`src/rtl/serial_subtractor.sv`:
```
// Bit-serial subtractor s = a - b, LSB-first, one bit per clock with a start/busy/done handshake.
// Define SERIAL_SUBTRACTOR_FLAGS_EN to add registered zero/neg/ovf result flags.
module serial_subtractor #(
    parameter int WIDTH = 16
) (
    input  logic             clk,
    input  logic             rst,
    input  logic             start,
    input  logic [WIDTH-1:0] a,
    input  logic [WIDTH-1:0] b,
    output logic             busy,
    output logic             done,
    output logic [WIDTH-1:0] s,
    output logic             borrow
`ifdef SERIAL_SUBTRACTOR_FLAGS_EN
    ,
    output logic             zero,
    output logic             neg,
    output logic             ovf
`endif
);
    localparam int CW = $clog2(WIDTH);

    typedef enum logic [1:0] {IDLE, RUN, DONE} state_e;

    state_e           state_q, state_d;
    logic [WIDTH-1:0] a_sh_q, b_sh_q, s_q, s_d;
    logic [CW-1:0]    cnt_q;
    logic             brw_q, brw_d, borrow_q;
    logic             x, y, d, accept, last;

    assign accept = start && (state_q != RUN);
    assign last   = (state_q == RUN) && (cnt_q == CW'(WIDTH - 1));

    // One full-subtract cell on the current LSBs.
    assign x     = a_sh_q[0];
    assign y     = b_sh_q[0];
    assign d     = x ^ y ^ brw_q;
    assign brw_d = (~x & y) | (~(x ^ y) & brw_q);
    assign s_d   = {d, s_q[WIDTH-1:1]};

    always_ff @(posedge clk or posedge rst) begin
        if (rst) state_q <= IDLE;
        else     state_q <= state_d;
    end

    always_comb begin
        state_d = state_q;
        case (state_q)
            IDLE:    if (start) state_d = RUN;
            RUN:     if (last)  state_d = DONE;
            DONE:    state_d = start ? RUN : IDLE;
            default: state_d = IDLE;
        endcase
    end

    always_comb begin
        busy = (state_q == RUN);
        done = (state_q == DONE);
    end

    always_ff @(posedge clk or posedge rst) begin
        if (rst) begin
            a_sh_q   <= '0;
            b_sh_q   <= '0;
            s_q      <= '0;
            cnt_q    <= '0;
            brw_q    <= 1'b0;
            borrow_q <= 1'b0;
        end else if (accept) begin
            a_sh_q   <= a;
            b_sh_q   <= b;
            s_q      <= '0;
            cnt_q    <= '0;
            brw_q    <= 1'b0;
            borrow_q <= 1'b0;
        end else if (state_q == RUN) begin
            a_sh_q <= a_sh_q >> 1;
            b_sh_q <= b_sh_q >> 1;
            s_q    <= s_d;
            cnt_q  <= cnt_q + 1'b1;
            brw_q  <= brw_d;
            if (last) borrow_q <= brw_d;
        end
    end

    assign s      = s_q;
    assign borrow = borrow_q;

`ifdef SERIAL_SUBTRACTOR_FLAGS_EN
    logic a_msb_q, b_msb_q, zero_q, neg_q, ovf_q;

    // Flags are taken from the final shift value so they land together with s.
    always_ff @(posedge clk or posedge rst) begin
        if (rst) begin
            a_msb_q <= 1'b0;
            b_msb_q <= 1'b0;
            zero_q  <= 1'b0;
            neg_q   <= 1'b0;
            ovf_q   <= 1'b0;
        end else if (accept) begin
            a_msb_q <= a[WIDTH-1];
            b_msb_q <= b[WIDTH-1];
            zero_q  <= 1'b0;
            neg_q   <= 1'b0;
            ovf_q   <= 1'b0;
        end else if (last) begin
            zero_q <= (s_d == '0);
            neg_q  <= d;
            ovf_q  <= (a_msb_q != b_msb_q) && (d != a_msb_q);
        end
    end

    assign zero = zero_q;
    assign neg  = neg_q;
    assign ovf  = ovf_q;
`endif
endmodule

```
`config.mk`:
```
export PLATFORM = sky130hd
export DESIGN_NAME = serial_subtractor
export DESIGN_NICKNAME = d
export VERILOG_FILES = /design/src/rtl/serial_subtractor.sv
export SDC_FILE = /design/constraint.sdc
export NUM_CORES = 1
export LEC_CHECK = 0
export CAP_MARGIN = 20
export CORE_MARGIN = 4
export CORE_UTILIZATION = 55
export CTS_CLUSTER_SIZE = 24
export DETAILED_ROUTE_END_ITERATION = 12
export DONT_BUFFER_PORTS = 1
export PLACE_DENSITY_LB_ADDON = 0.1
export SYNTH_ARGS = -nofsm -noshare
export SYNTH_HDL_FRONTEND = slang
export SYNTH_SLANG_ARGS = --single-unit
```
`constraint.sdc`:
```
create_clock -name clk -period 2 [get_ports clk]
set_input_delay 0.2 -clock clk [delete_from_list [all_inputs] [get_ports clk]]
set_output_delay 0.2 -clock clk [all_outputs]
set_load 0.02 [all_outputs]
```
==> flow_metrics.env <==
export IMPL_syn_area_per_cell_um2=10.42
export IMPL_finalSetupTns_ps=0
export IMPL_post_place_ws_ps=293.3
export IMPL_synth_seq_cells=56
export IMPL_min_to="a_sh_q[15]$_DFFE_PP0P_"
export IMPL_synth_top_area_share_pct=55.12
export IMPL_post_route_util_pct=59.44
export IMPL_grt_start_max_net_pins=58
export IMPL_cts_clk_slew_worst_paths_ps=90
export IMPL_r2r_end="a_sh_q[6]$_DFFE_PP0P_"
export IMPL_drcViolationCount=0
export IMPL_gp_congestion=0.6753
export IMPL_power_switching_mw=1.468
export IMPL_antenna_found_initial=0
export IMPL_drtAntennaViolNets=0
export IMPL_fin_ws_ps=138.2
export IMPL_die_x_um=75.99
export IMPL_power_density_nw_per_um2=1470
export IMPL_fin_crit_sh_pct=93.09
export IMPL_power_share_switching_pct=38.08
export IMPL_synth_top_family_by_area="multiplexers"
export IMPL_grt_util_all_layers_pct=16.03
export IMPL_sequentialPowerShare_pct=54.7
export IMPL_max_slew_margin_pct=61.38
export IMPL_synth_most_common_cell="nand2_1"
export IMPL_max_cap_violations=0
export IMPL_stdcell_count=292
export IMPL_tightest_slew_ps=578.6
export IMPL_pwr_share_comb_pct=26.7
export IMPL_cts_buffers=5
export IMPL_leakage_nw=1.240
export IMPL_placedCellCount=283
export IMPL_fp_dieH_um=75.99
export IMPL_setup_viol=0
export IMPL_status="complete, no violations"
export IMPL_drive_above_1_share_pct=7.500
export IMPL_drt_wl_total_um=4433
export IMPL_p_clk_share_pct=18.7
export IMPL_die_area_um2=5774
export IMPL_yosys_area_share_simple_pct=11.71
export IMPL_start_util_pct=57.60
export IMPL_drtIter0Drc=67
export IMPL_final_seq_area_um2=1401
export IMPL_cts_htree_levels=2
export IMPL_grt_pass1_vias=1668
export IMPL_insertion_delay_ps=300
export IMPL_worstPathArrival_ps=1660
export IMPL_clock_sinks=56
export IMPL_yosys_top_cells_count="nand2_1, dfrtp_1, o21ai_0"
export IMPL_netlist_area_um2=2542
export IMPL_dpl_instance_area_um2=2500
export IMPL_grt_pass1_wl_um=7762
export IMPL_tritoncts="yes"
export IMPL_yosys_mux_area_fraction_pct=13.83
export IMPL_crit_path_end_kind="primary output"
export IMPL_syn_nets=281
export IMPL_crit_type="flop to primary output"
export IMPL_startpoint="state_q[1]$_DFFE_PP0P_"
export IMPL_vias_per_cell=5.565
export IMPL_row_count=24
export IMPL_synth_compound_area_share_pct=11.17
export IMPL_synth_fa_ha_area_share_pct=1.280
export IMPL_whs_path_depth=2
export IMPL_maxSlewViolCount=0
export IMPL_worstHoldStart="a[15]"
export IMPL_diodes=0
export IMPL_core_um2=4414
export IMPL_synthArstFlopShare_pct=100.0
export IMPL_min_path_type="input pin to flop"
export IMPL_start_kind="flop"
export IMPL_design_area_um2=2624
export IMPL_crit_required_ps=1800
export IMPL_ys_warn_count=0
export IMPL_p_int_mw=2.387
export IMPL_drt_pass1_iter_count=4
export IMPL_synth_ff_type="dfrtp_1"
export IMPL_synth_area_leaders="dfrtp_1, mux2i_1, nand2_1, o21ai_0, o21ai_1"
export IMPL_worst_path_max_fanout=57
export IMPL_vias=1625
export IMPL_synth_yosys_seq_area_share_pct=55.12
export IMPL_multiInputGateArea_um2=965.9
export IMPL_synthXorXnorAreaFrac_pct=0
export IMPL_grt_overflow=0
export IMPL_yosys_area_top_type="dfrtp_1"
export IMPL_timing_rr_start="state_q[1]$_DFFE_PP0P_"
export IMPL_num_io_pins=54
export IMPL_reg2reg_slack_ps=400
export IMPL_port_buffers=0
export IMPL_hold_viol_final=0
export IMPL_synthDistinctLibCells=27
export IMPL_synth_enable_flop_cells=0
export IMPL_wl_per_cell_um=15.18
export IMPL_area_growth_pct=3.199
export IMPL_fin_nets=276
export IMPL_cts_path_max_buffers=2
export IMPL_rr_worst_depth=4
export IMPL_syn_inst=244
export IMPL_fmax_mhz=537.1
export IMPL_rsz0062_at_grt="no"
export IMPL_fillers=369
export IMPL_fin_crit_ps=1862
export IMPL_skew_ps=5.906
export IMPL_vdd_ir_drop_worst_mv=0.6401
export IMPL_dp_hpwl_um=3122
export IMPL_clock_root_buffer="clkbuf_8"
## timing repair
item,in CTS,in global routing
setup buffers,0,0
endpoints found under the setup margin,0,1
endpoints found under the hold margin,15,0
gates resized for setup,0,1
hold buffers,1,0
## registers in the layout, indices dropped and copies added, names as in the netlist
name and count:
a_sh_q 16, b_sh_q 16, borrow 1, brw_q 1, cnt_q 4, s 16, state_q 2
## worst max-delay path: stages, from the launching register on
cell and delay [ps]:
dfrtp_1 380, nand2b_1 320, inv_6 380, buf_4 270
## per-stage QoR
step,total power [mW],hold slack [ps]
after floorplan,3.061,356.3
after global placement,3.077,72.48
after detailed placement,3.179,83.75
after CTS,3.910,49.15
after global routing,4.184,69.17
final,3.856,54.81
## kinds of logic (layout without fill, tap and decap cells)
kind of cell / count (synthesis) / after routing
AO/OA/AOI/OAI: 54 / 54
flip-flops: 56 / 56
buffers and inverters: 22 / 18
multiplexers: 35 / 35
adder cells (fa/ha/maj): 2 / 2
AND/OR/NAND/NOR: 75 / 75
## cell type report
class                   count  area share [%]
well taps                  52           2.480
flip-flops and latches     56           53.41
multi-input cells         166           36.81
clock inverters             3           1.621
inverters                   4          0.7630
repair buffers              6           2.289
clock buffers               5           2.623
## power by group through the flow
stage	logic (mW)	registers, mW	clock network, mW
global placement	0.967	2.11	0
detailed placement	1.05	2.13	0
CTS	1.05	2.12	0.746
global route	1.22	2.18	0.789
finish	1.03	2.11	0.719
floorplan	1.03	2.03	0
## layer usage
| metal | vias up | routed length [um] | track usage, % |
|---|---|---|---|
| met5 | - | 0 | 0 |
| met4 | 0 | 51 | 4.804 |
| met3 | 5 | 315 | 4.846 |
| met2 | 46 | 2161 | 27.40 |
| met1 | 764 | 1906 | 19.36 |
| li1 | 810 | - | - |
## worst max-delay path by stage
stage                       endpoint  slack [ps]  depth (start not counted)
6_report                        busy         140                          3
5_1_grt                         busy          10                          3
4_1_cts                         busy          30                          3
3_5_place_dp   a_sh_q[8]$_DFFE_PP0P_         290                          4
3_3_place_gp   a_sh_q[9]$_DFFE_PP0P_         420                          4
2_1_floorplan  a_sh_q[0]$_DFFE_PP0P_         430                          1
## placed cells by master (no fill, tap or decap)
cell / Yosys / layout
a31oi_1: 1 / 1
mux2_2: 1 / 1
nand2_1: 65 / 65
clkinv_2: 0 / 1
and3_1: 1 / 1
ha_1: 1 / 1
clkinvlp_4: 0 / 1
o22a_1: 1 / 1
nand2b_1: 1 / 1
inv_2: 0 / 1
nor2_1: 3 / 3
mux2i_1: 34 / 34
o21ai_0: 36 / 36
a22o_1: 1 / 1
fa_1: 1 / 1
buf_4: 5 / 4
o21ai_1: 13 / 13
o21ai_2: 1 / 1
o22ai_1: 1 / 1
and2_4: 1 / 1
inv_1: 3 / 2
dfrtp_1: 56 / 56
nand3_1: 3 / 3
nor2b_1: 1 / 1
bufinv_16: 0 / 1
dlygate4sd3_1: 0 / 1
inv_6: 0 / 1
clkbuf_8: 0 / 5
buf_12: 3 / 1
Note: power is estimated with default switching activity, not from simulation.
